`src/rtl/cog_vid_gen.sv`:
```
// Per-cog video shifter: serialises WAITVID colour/pixel longs into an 8-bit
// colour stream on one pin group, paced by rising edges of the counter pll.
module cog_vid_gen #(
    parameter int unsigned SYNC_STAGES = 2
) (
    input  logic        clk_cog,
    input  logic        nres,
    input  logic        ena,
    input  logic        setvcfg,
    input  logic        setvscl,
    input  logic [31:0] data,
    input  logic        pll,
    input  logic        svid,
    input  logic [31:0] sc,
    input  logic [31:0] sp,
    output logic        vack,
    output logic [31:0] pin_out,
    output logic        busy
);

    typedef enum logic {StOff, StRun} state_t;

    state_t                 state;
    logic                   vcfg_en;
    logic                   vcfg_mode;
    logic [1:0]             vcfg_grp;
    logic [7:0]             vcfg_mask;
    logic [19:0]            vscl;
    logic [SYNC_STAGES-1:0] pll_sync;
    logic                   pll_prev;
    logic                   tick;
    logic [31:0]            hold_sc;
    logic [31:0]            hold_sp;
    logic [31:0]            act_sc;
    logic [31:0]            act_sp;
    logic [31:0]            shift_sp;
    logic [8:0]             pcnt;
    logic [12:0]            fcnt;
    logic [8:0]             pix_reload;
    logic [12:0]            frm_reload;
    logic [1:0]             idx;
    logic [7:0]             colour;
    logic [31:0]            pin_next;
    logic                   unused_data;

    assign unused_data = ^{data[31:30], data[27:26], data[23:20]};

    assign pix_reload = (vscl[19:12] == 8'd0) ? 9'd256 : {1'b0, vscl[19:12]};
    assign frm_reload = (vscl[11:0] == 12'd0) ? 13'd4096 : {1'b0, vscl[11:0]};

    always_ff @(posedge clk_cog or negedge nres) begin
        if (!nres) begin
            pll_sync <= '0;
            pll_prev <= 1'b0;
            tick     <= 1'b0;
        end else begin
            pll_sync <= {pll_sync[SYNC_STAGES-2:0], pll};
            pll_prev <= pll_sync[SYNC_STAGES-1];
            tick     <= pll_sync[SYNC_STAGES-1] & ~pll_prev;
        end
    end

    always_comb begin
        idx = vcfg_mode ? shift_sp[1:0] : {1'b0, shift_sp[0]};
        case (idx)
            2'd0:    colour = act_sc[7:0];
            2'd1:    colour = act_sc[15:8];
            2'd2:    colour = act_sc[23:16];
            default: colour = act_sc[31:24];
        endcase
        pin_next = {24'd0, colour & vcfg_mask} << {vcfg_grp, 3'b000};
    end

    always_ff @(posedge clk_cog or negedge nres) begin
        if (!nres) begin
            state     <= StOff;
            vcfg_en   <= 1'b0;
            vcfg_mode <= 1'b0;
            vcfg_grp  <= 2'd0;
            vcfg_mask <= 8'd0;
            vscl      <= 20'd0;
            hold_sc   <= 32'd0;
            hold_sp   <= 32'd0;
            act_sc    <= 32'd0;
            act_sp    <= 32'd0;
            shift_sp  <= 32'd0;
            pcnt      <= 9'd0;
            fcnt      <= 13'd0;
            vack      <= 1'b0;
            busy      <= 1'b0;
            pin_out   <= 32'd0;
        end else begin
            vack <= 1'b0;
            if (!ena) begin
                vcfg_en   <= 1'b0;
                vcfg_mode <= 1'b0;
                vcfg_grp  <= 2'd0;
                vcfg_mask <= 8'd0;
            end else if (setvcfg) begin
                vcfg_en   <= data[29];
                vcfg_mode <= data[28];
                vcfg_grp  <= data[25:24];
                vcfg_mask <= data[7:0];
            end
            if (setvscl) begin
                vscl <= data[19:0];
            end
            if (svid && !busy && !vack) begin
                hold_sc <= sc;
                hold_sp <= sp;
                busy    <= 1'b1;
            end

            case (state)
                StOff: begin
                    pcnt     <= pix_reload;
                    fcnt     <= frm_reload;
                    act_sc   <= 32'd0;
                    act_sp   <= 32'd0;
                    shift_sp <= 32'd0;
                    if (!vcfg_en) begin
                        // Disabled: release the cog straight away.
                        if (busy) begin
                            vack <= 1'b1;
                            busy <= 1'b0;
                        end
                    end else if (tick) begin
                        state <= StRun;
                        if (busy) begin
                            act_sc   <= hold_sc;
                            act_sp   <= hold_sp;
                            shift_sp <= hold_sp;
                            vack     <= 1'b1;
                            busy     <= 1'b0;
                        end
                    end
                end
                StRun: begin
                    if (!vcfg_en) begin
                        state    <= StOff;
                        pcnt     <= pix_reload;
                        fcnt     <= frm_reload;
                        act_sc   <= 32'd0;
                        act_sp   <= 32'd0;
                        shift_sp <= 32'd0;
                    end else if (tick) begin
                        if (fcnt == 13'd1) begin
                            pcnt <= pix_reload;
                            fcnt <= frm_reload;
                            if (busy) begin
                                act_sc   <= hold_sc;
                                act_sp   <= hold_sp;
                                shift_sp <= hold_sp;
                                vack     <= 1'b1;
                                busy     <= 1'b0;
                            end else begin
                                // Starved: replay the last frame's pixels.
                                shift_sp <= act_sp;
                            end
                        end else begin
                            fcnt <= fcnt - 13'd1;
                            if (pcnt == 9'd1) begin
                                pcnt     <= pix_reload;
                                shift_sp <= vcfg_mode ? {2'b00, shift_sp[31:2]}
                                                      : {1'b0, shift_sp[31:1]};
                            end else begin
                                pcnt <= pcnt - 9'd1;
                            end
                        end
                    end
                end
                default: state <= StOff;
            endcase

            pin_out <= (state == StRun && ena && vcfg_en) ? pin_next : 32'd0;
        end
    end

endmodule

```
`config.mk`:
```
export PLATFORM = sky130hd
export DESIGN_NAME = cog_vid_gen
export DESIGN_NICKNAME = d
export VERILOG_FILES = /design/src/rtl/cog_vid_gen.sv
export SDC_FILE = /design/constraint.sdc
export NUM_CORES = 1
export LEC_CHECK = 0
export ABC_AREA = 1
export CORE_ASPECT_RATIO = 0.5
export CORE_UTILIZATION = 30
export DETAILED_ROUTE_END_ITERATION = 7
export GPL_TIMING_DRIVEN = 1
export PLACE_DENSITY = 0.51
export SYNTH_ARGS = -nofsm -noshare
export SYNTH_HDL_FRONTEND = slang
export SYNTH_SLANG_ARGS = --single-unit
```
`constraint.sdc`:
```
create_clock -name clk_cog -period 2.3 [get_ports clk_cog]
set_input_delay 0.345 -clock clk_cog [delete_from_list [all_inputs] [get_ports clk_cog]]
set_output_delay 0.345 -clock clk_cog [all_outputs]
set_load 0.1 [all_outputs]
```
==> results of run 1 <==
==> registers in the layout (all words and copies together) (netlist names) <==
register   flops
fcnt          13
vcfg_mask      8
act_sp        32
vcfg_en        1
state          1
pcnt           9
busy           1
vack           1
hold_sp       32
hold_sc       32
act_sc        32
pll_prev       1
shift_sp      32
vcfg_mode      1
tick           1
pin_out       32
vscl          20
vcfg_grp       2
pll_sync       2
==> logic make-up after synthesis <==
family / synth area share [%]
adders and majority gates: 0.4078
xor gates and xnor gates: 0.4281
AOI/OAI and AO/OA: 9.837
buffers and inverters: 5.423
muxes: 8.410
DFF: 51.58
and+or+nand+nor: 23.91
==> cell usage after synthesis, types with 5 or more instances <==
cell      count
inv_1        69
nand2_2      30
o21ai_2      32
mux2i_1      30
or2_2        31
nand3_1     127
o21a_1       30
nor2_1       93
a21oi_1       8
buf_4         6
nand2_1     366
dfrtp_1     253
clkbuf_1     34
nand4_1       7
buf_2        26
buf_6         7
xor2_1        5
o21ai_0     108
mux2_2       65
==> layout by cell type, fill, tap and decap left out, types with 2 or more instances in the layout <==
cell	n
o21a_1	30
xor2_1	5
nand2_4	3
a21oi_1	8
inv_2	2
o31ai_1	2
nand4_1	7
nand3b_1	4
nand2_1	365
clkdlybuf4s50_1	93
clkbuf_16	26
ha_1	4
o2111ai_1	4
mux2i_1	30
or2_2	31
nand2_2	31
clkbuf_1	6
dfrtp_1	253
clkbuf_8	4
o21ai_2	32
mux2_2	65
o21ai_0	108
inv_1	69
nor2_1	92
nor2_2	5
o211ai_1	4
buf_12	9
nor2_4	4
clkinv_2	2
bufinv_16	2
nand3_1	127
buf_4	54
clkinvlp_4	2
==> power groups by stage <==
stage          clock network, uW  registers [uW]  logic [uW]
6_report                    4300            5310        1540
5_1_grt                     4630            5390        1720
4_1_cts                     4430            5320        1570
3_5_place_dp                   0            5400        1560
3_3_place_gp                   0            5380        1520
2_1_floorplan                  0            5300        1000
==> timing repair <==
action	4_1_cts	5_1_grt
endpoints found under the hold margin	51	0
hold buffers	1	0
setup endpoints to repair	0	12
resized for setup	0	1
==> cell type report <==
class / count / area, um2 / share of cell area [%]
Tap cell: 530 / 663.1 / 4.431
Clock inverter: 9 / 132.6 / 0.8861
Sequential cell: 253 / 6331 / 42.30
Inverter: 73 / 276.5 / 1.848
Clock buffer: 36 / 728.2 / 4.865
Multi-Input combinational cell: 967 / 5283 / 35.30
Timing Repair Buffer: 159 / 1553 / 10.37
==> layer usage <==
layer  share of wire [%]  GRT usage, %
met1                  47         20.26
met5                   0             0
met3                 3.7         3.003
met4                 2.2         3.836
met2                  47         25.53
==> stage by stage <==
stage	util, %	worst slack [ps]	total power (uW)
global route	37.77	74.83	11740
global placement	35.56	274.0	6902
detailed placement	35.56	233.6	6966
CTS	37.76	196.8	11320
floorplan	-	13.85	6307
finish	37.77	264.0	11150
==> worst max-delay path by stage <==
stage	from	cells after the start	slack [ps]	end
final	vcfg_en$_DFFE_PN0P_	5	260	pin_out[2]$_DFF_PN0_
after global routing	busy$_DFF_PN0_	8	70	act_sp[9]$_DFFE_PN0P_
after CTS	busy$_DFF_PN0_	8	200	act_sp[20]$_DFFE_PN0P_
after detailed placement	busy$_DFF_PN0_	8	230	act_sp[25]$_DFFE_PN0P_
after global placement	busy$_DFF_PN0_	9	270	shift_sp[0]$_DFFE_PN0P_
after floorplan	busy$_DFF_PN0_	6	10	hold_sc[27]$_DFFE_PN0P_
==> run metrics, run 1 <==
Critical Path Source Type flip-flop; Iter 0 DRT Violations about 560; vias in the first global route approximately 10k; Yosys top cell area share 51.58%; clk buf depth 3; CTS H-tree depth 1; top_reg_cell synth dfrtp_1; unrepaired setup endpoints after global routing false; Clock Tree Root clkbuf_16; status complete, no violations; Leakage Power between 0.007 and 0.008 uW; fin area roughly 15,000 um2; die height 145.0 um; crit path time final between 2000 and 2500 ps; worst path bufs/invs 1; synthesized net count roughly 1.5k; area delta synth->final 21.94%; Max FO, Critical Path 35; Initial Utilization a little under a third; hold_sp pll; CTS clock-pin slew for the worst setup and hold paths approximately 70 ps; worst r2r src vcfg_en$_DFFE_PN0P_; final hold violation count 0; Cell variety after synth 37; Hold Path Stages 1; Skew-Pair Late Insertion Delay approximately 570 ps; Post-synth EDFFs 0; final setup TNS 0 ps; capturing point of the worst reg2reg path pin_out[2]$_DFF_PN0_; Max Cap Viol 0; Syn Area/Cell 8.972 um2; GRT Total Usage ~15%; antenna-violating nets left 0; Yosys Warn Count 0; cell-by-cell trace of the critical path nand2_1 -> buf_4 -> nor2_1 -> nand2_1 -> nor2_1; overflow left after global routing 0; Slew Limit Fails 0; switching power just under 3000 uW; critical setup path kind flip-flop to flip-flop; Post-CTS Setup Repair Bufs 0; CP top delay family simple AND/OR/NAND/NOR gates; CTS tree done; Synth area leaders dfrtp_1, nand2_1, mux2_2; CTS sink cnt approximately 250; worst-margin pin slew around 670 ps; # diodes 0; drt total wl 31,260 um; Mapped Area 12,270 um2; Post-DP HPWL between 20,000 and 25,000 um; routed length per instance roughly 15 um; Port Buffers roughly 130; fin nets between 1.5k and 2k; initial antenna violation count 0; ys async rst share 100.0%; post-synthesis sequential area ratio slightly above 50%; Crit path largest cell delay roughly 520 ps; CP max stage cell buf_4; fmax 491.2 MHz; post-route clock skew approximately 38 ps; vias about 9.5k; WHS ~220 ps; Pwr Density approximately 750 nW/um2; WHS Endpoint pll_sync[0]$_DFF_PN0_; Avg Vias per Cell approximately 4.7; global placement routability congestion 0.8082; placed cell count slightly below 2k; post-placement cell area approximately 14,000 um2; area leader, netlist dfrtp_1; DR pass1 iterations 7; Worst R2R Path Depth 5; Net Sw Frac between 20% and 30%; critical path arrival 2460 ps; synthesized flop and latch total ~250; worst hold path class primary input to flip-flop; worst path required time ~2700 ps; share of layout cells above drive strength 1 18.70%; full die area ~42,000 um2; largest net degree at the start of global routing between 60 and 70; Top Ports between 100 and 150; CTS buffer count 26; crit share post-route around 89%; die width 288.1 um; first-pass GRT wire length about 52,000 um; Finished Layout Cells 2,027; Core ar. about 40,000 um2; Clk pwr share between 30% and 40%; P_int 8177 uW; R2R Setup Slk 260 ps; Rows between 50 and 60; Reg power frac a little under half; crit path capture type flip-flop; Fillers 3,944; maximum vdd drop roughly 0.53 mV; Max transition margin ~55%; Setup-failing EPs final 0; Post-Synthesis Cells ~1.4k; Post-route DRC 0; combinational share of power between 10 and 15%
Power figures use the tool's default switching activity.
==> run 2: changes to the inputs <==
- clock period: 2.3 -> 2.5 ns (I/O delays scaled with it)
==> run metrics, run 2 (synthesis gave the netlist of run 1 again) <==
status complete, no violations; R2R Setup Slk roughly 350 ps; WHS 358.0 ps; clk buf depth 3; Leakage Power around 0.007 uW; CTS clock-pin slew for the worst setup and hold paths 70 ps; Post-DP HPWL a little over 20,000 um; unrepaired setup endpoints after global routing false; hold_sp pll; fin nets between 1.5k and 2k; Initial Utilization between 30% and 40%; Top Ports roughly 140; crit path capture type flip-flop; Max transition margin just under 60%; Clock Tree Root clkbuf_16; most frequent cells in the layout nand2_1, dfrtp_1, nand3_1, o21ai_0, clkdlybuf4s50_1; global placement routability congestion slightly above 0.8; Core ar. a little under 40,000 um2; critical setup path kind flip-flop to flip-flop; # diodes 0; Rows between 50 and 60; pre-CTS setup slack between 300 and 400 ps; vias in the first global route just under 10k; drt total wl roughly 30,000 um; final setup TNS 0 ps; final core area utilization 37.61%; full die area between 40,000 and 50,000 um2; final hold violation count 0; Max FO, Critical Path 63; Post-route DRC 0; cell-by-cell trace of the critical path nand2_1 -> inv_4 -> nand2_4 -> nand2_2 -> buf_4 -> o21ai_0; worst-margin pin slew ~620 ps; vias around 9.5k; Slew Limit Fails 0; first-pass GRT wire length slightly above 50,000 um; crit path time final around 2200 ps; largest net degree at the start of global routing 68; Final WS setup 350.0 ps; crit share post-route a little under nine tenths; Avg Vias per Cell 4.699; CP top delay family buffers and inverters; critical path arrival 2550 ps; Port Buffers 128; Pwr Density 684.4 nW/um2; Iter 0 DRT Violations ~650; Max Cap Viol 0; Hold Path Stages 1; area delta synth->final 21.44%; Setup-failing EPs final 0; die width a little under 300 um; CTS H-tree depth 1; capturing point of the worst reg2reg path act_sp[24]$_DFFE_PN0P_; CTS tree done; share of layout cells above drive strength 1 a little under a fifth; GRT Total Usage around 15%; post-route clock skew roughly 11 ps; Crit path largest cell delay approximately 520 ps; maximum vdd drop between 0.4 and 0.5 mV; CP max stage cell buf_4; worst r2r src vcfg_en$_DFFE_PN0P_; routed length per instance between 15 and 20 um; CTS sink cnt approximately 250; WHS Endpoint pll_sync[0]$_DFF_PN0_; fmax ~470 MHz; Skew-Pair Late Insertion Delay roughly 540 ps; worst hold path class primary input to flip-flop; initial antenna violation count 0; CTS buffer count 26; leading cell type in the layout, fill and taps excluded nand2_1; Worst R2R Path Depth 6; antenna-violating nets left 0; Critical Path Source Type flip-flop; Post-CTS Setup Repair Bufs 0; worst path bufs/invs 2; worst path required time 2900 ps; DR pass1 iterations 7; die height roughly 150 um; overflow left after global routing 0
run 2: routing by layer:
metal	GRT usage (%)	up-vias	share of wire (%)
met5	0	-	0
met4	3.042	0	1.6
met1	20.13	4644	47
met2	25.14	128	48
met3	2.814	34	3.6
li1	-	4685	-
run 2: what timing repair did:
| item | CTS | global route |
|---|---|---|
| endpoints found under the setup margin | 0 | 0 |
| gates resized for setup | 0 | 0 |
| hold buffers | 1 | 0 |
| endpoints found under the hold margin | 58 | 0 |
run 2: worst reg2reg max path, delay by kind of cell, from the launching register on:
family,cells,cell delay [ps]
AO/OA/AOI/OAI,1,230
buffers and inverters,2,820
flip-flops,1,390
AND/OR/NAND/NOR,3,570
run 2: area by class of cell:
type                       instances  area [um2]
multi-input combinational        967        5283
timing repair buffer             154        1499
clock buffer                      37       802.0
tap                              530       663.1
sequential                       253        6331
fill                            3947       24720
inverter                          73       276.5
clock inverter                     6       51.30
run 2: worst max path at each step:
stage                         from                 endpoint  slack [ps]  cells after the start
2_1_floorplan       busy$_DFF_PN0_  hold_sc[27]$_DFFE_PN0P_         210                      6
3_3_place_gp   vcfg_en$_DFFE_PN0P_    act_sp[6]$_DFFE_PN0P_         370                      6
3_5_place_dp   vcfg_en$_DFFE_PN0P_   act_sp[22]$_DFFE_PN0P_         320                      6
4_1_cts        vcfg_en$_DFFE_PN0P_    act_sp[5]$_DFFE_PN0P_         310                      6
5_1_grt        vcfg_en$_DFFE_PN0P_    act_sp[5]$_DFFE_PN0P_          90                      6
6_report       vcfg_en$_DFFE_PN0P_   act_sp[24]$_DFFE_PN0P_         350                      6
run 2: per-stage QoR:
step / instance area (um2) / cells / power [uW]
after floorplan: 12270 / 1368 / 5802
after global placement: 14040 / 1976 / 6341
after detailed placement: 14040 / 1976 / 6395
after CTS: 14910 / 2020 / 10360
after global routing: 14910 / 2020 / 10720
final: 14910 / 2020 / 10200
run 2: power breakdown:
part | internal, uW | switching, uW
logic | 703 | 715
clock network | 2220 | 1680
registers | 4560 | 319
total | 7490 | 2710
==> patch (config.mk and constraints of run 1) <==
The parameter `SYNC_STAGES` goes from 2 to 4.
--- a/src/rtl/cog_vid_gen.sv
+++ b/src/rtl/cog_vid_gen.sv
@@ -1,7 +1,7 @@
 // Per-cog video shifter: serialises WAITVID colour/pixel longs into an 8-bit
 // colour stream on one pin group, paced by rising edges of the counter pll.
 module cog_vid_gen #(
-    parameter int unsigned SYNC_STAGES = 2
+    parameter int unsigned SYNC_STAGES = 4
 ) (
     input  logic        clk_cog,
     input  logic        nres,
Check against the original RTL: no difference found for any inputs over 4 cycles, from zero or initial values; that may be too few to reach the edited logic, so the function may still have changed.
==> patch against run 1 <==
  * Design area is 0.16% lower
  * Sequential power is 0.8% higher
  * Power up 3.3%
  * First-iteration DRC count up 20%
  * Setup slack gained 0.0079 ns
  * Wire length decreased by 1.0%
  * Critical path depth rose by 2
  * Sequential cell count rose by 2
  * Synthesized area down 0.18%
  * Critical path type unchanged
  * Largest cell class unchanged
==> patch: results (changes against run 1) <==
Placement
  • Post-DP Area: 0.01399 mm2 (was 0.01409 mm2)
  • DP HPWL: 20.24 mm (was 20.94 mm)
  • Dpl ws: 0.2869 ns (was 0.2336 ns)

Synth
  • Compound-gate portion of the synthesized area: 0.09835 (was 0.09837)
  • Syn Nets: 1465 (was 1475)
  • Sequential cell area fraction in the yosys report: 0.5208 (was 0.5158)
  • Synth cell count leaders: nand2_1 (398), dfrtp_1 (255), nand3_1 (120) (was nand2_1 (366), dfrtp_1 (253), nand3_1 (127))
  • Post-synthesis mux area share: 0.08425 (was 0.08410)
  • Synth area leaders: dfrtp_1 (52%), nand2_1 (12%), mux2_2 (6.0%) (was dfrtp_1 (52%), nand2_1 (11%), mux2_2 (6.0%))

Cells and area
  • Plain + repair buffers: 156 (was 159)
  • Data buffer area share: 0.09964 (was 0.1037)
  • Filler cells: 3968 (was 3944)
  • Inverters: 67 (was 73)
  • Final std cells w/o fill: 2019 (was 2027)
  • Clk_buf instances: 43 (was 36)

Critical path
  • Worst setup path endpoint: fcnt[5]$_DFFE_PN0P_ (was pin_out[2]$_DFF_PN0_)
  • Worst stage delay on the critical path: 0.46 ns (was 0.52 ns)
  • Reg2Reg Depth: 7 (was 5)

Pwr
  • Pint: 8.537 mW (was 8.177 mW)
  • Peak VDD IR: 0.4262 mV (was 0.5312 mV)
  • Leakage: 6.972 nW (was 7.008 nW)

GRT
  • First-pass GRT wire length: 50.76 mm (was 52.17 mm)
  • Vias in the first global route: 9664 (was 10010)
  • M3 GR Usage: 0.02429 (was 0.03003)

Route
  • Met2 WL: 14.44 mm (was 14.73 mm)
  • Via count: 9562 (was 9500)

Clock network
  • Clk Latency, worst-skew pair: 0.55 ns (was 0.57 ns)

Run status
  • Status: finished, final reports clean (unchanged)

Timing
  • Measured slew at the worst slew-check pin: 0.7956 ns (was 0.6655 ns)
patch: cell types whose count changed after synthesis, sizes merged, moves of 4 or more:
| cell | before | now |
|---|---|---|
| nand3 | 128 | 121 |
| nor2 | 101 | 94 |
| o211ai | 5 | 9 |
| o21ai | 141 | 137 |
| inv | 72 | 65 |
| clkbuf | 34 | 29 |
| buf | 41 | 46 |
patch: through the flow:
stage          hold WS [ns]    util
3_3_place_gp         0.3242  0.3536
3_5_place_dp         0.3369  0.3536
4_1_cts              0.2275  0.3777
6_report             0.2551  0.3777
5_1_grt              0.2408  0.3777
2_1_floorplan       0.04941       -
patch: logic make-up (layout without fill, tap and decap cells):
family                   Yosys count  after routing
AO/OA/AOI/OAI                    190            190
XOR/XNOR                          10             10
adder cells (fa/ha/maj)            4              4
buffers and inverters            142            273
flip-flops                       255            255
multiplexers                      95             95
AND/OR/NAND/NOR                  662            662
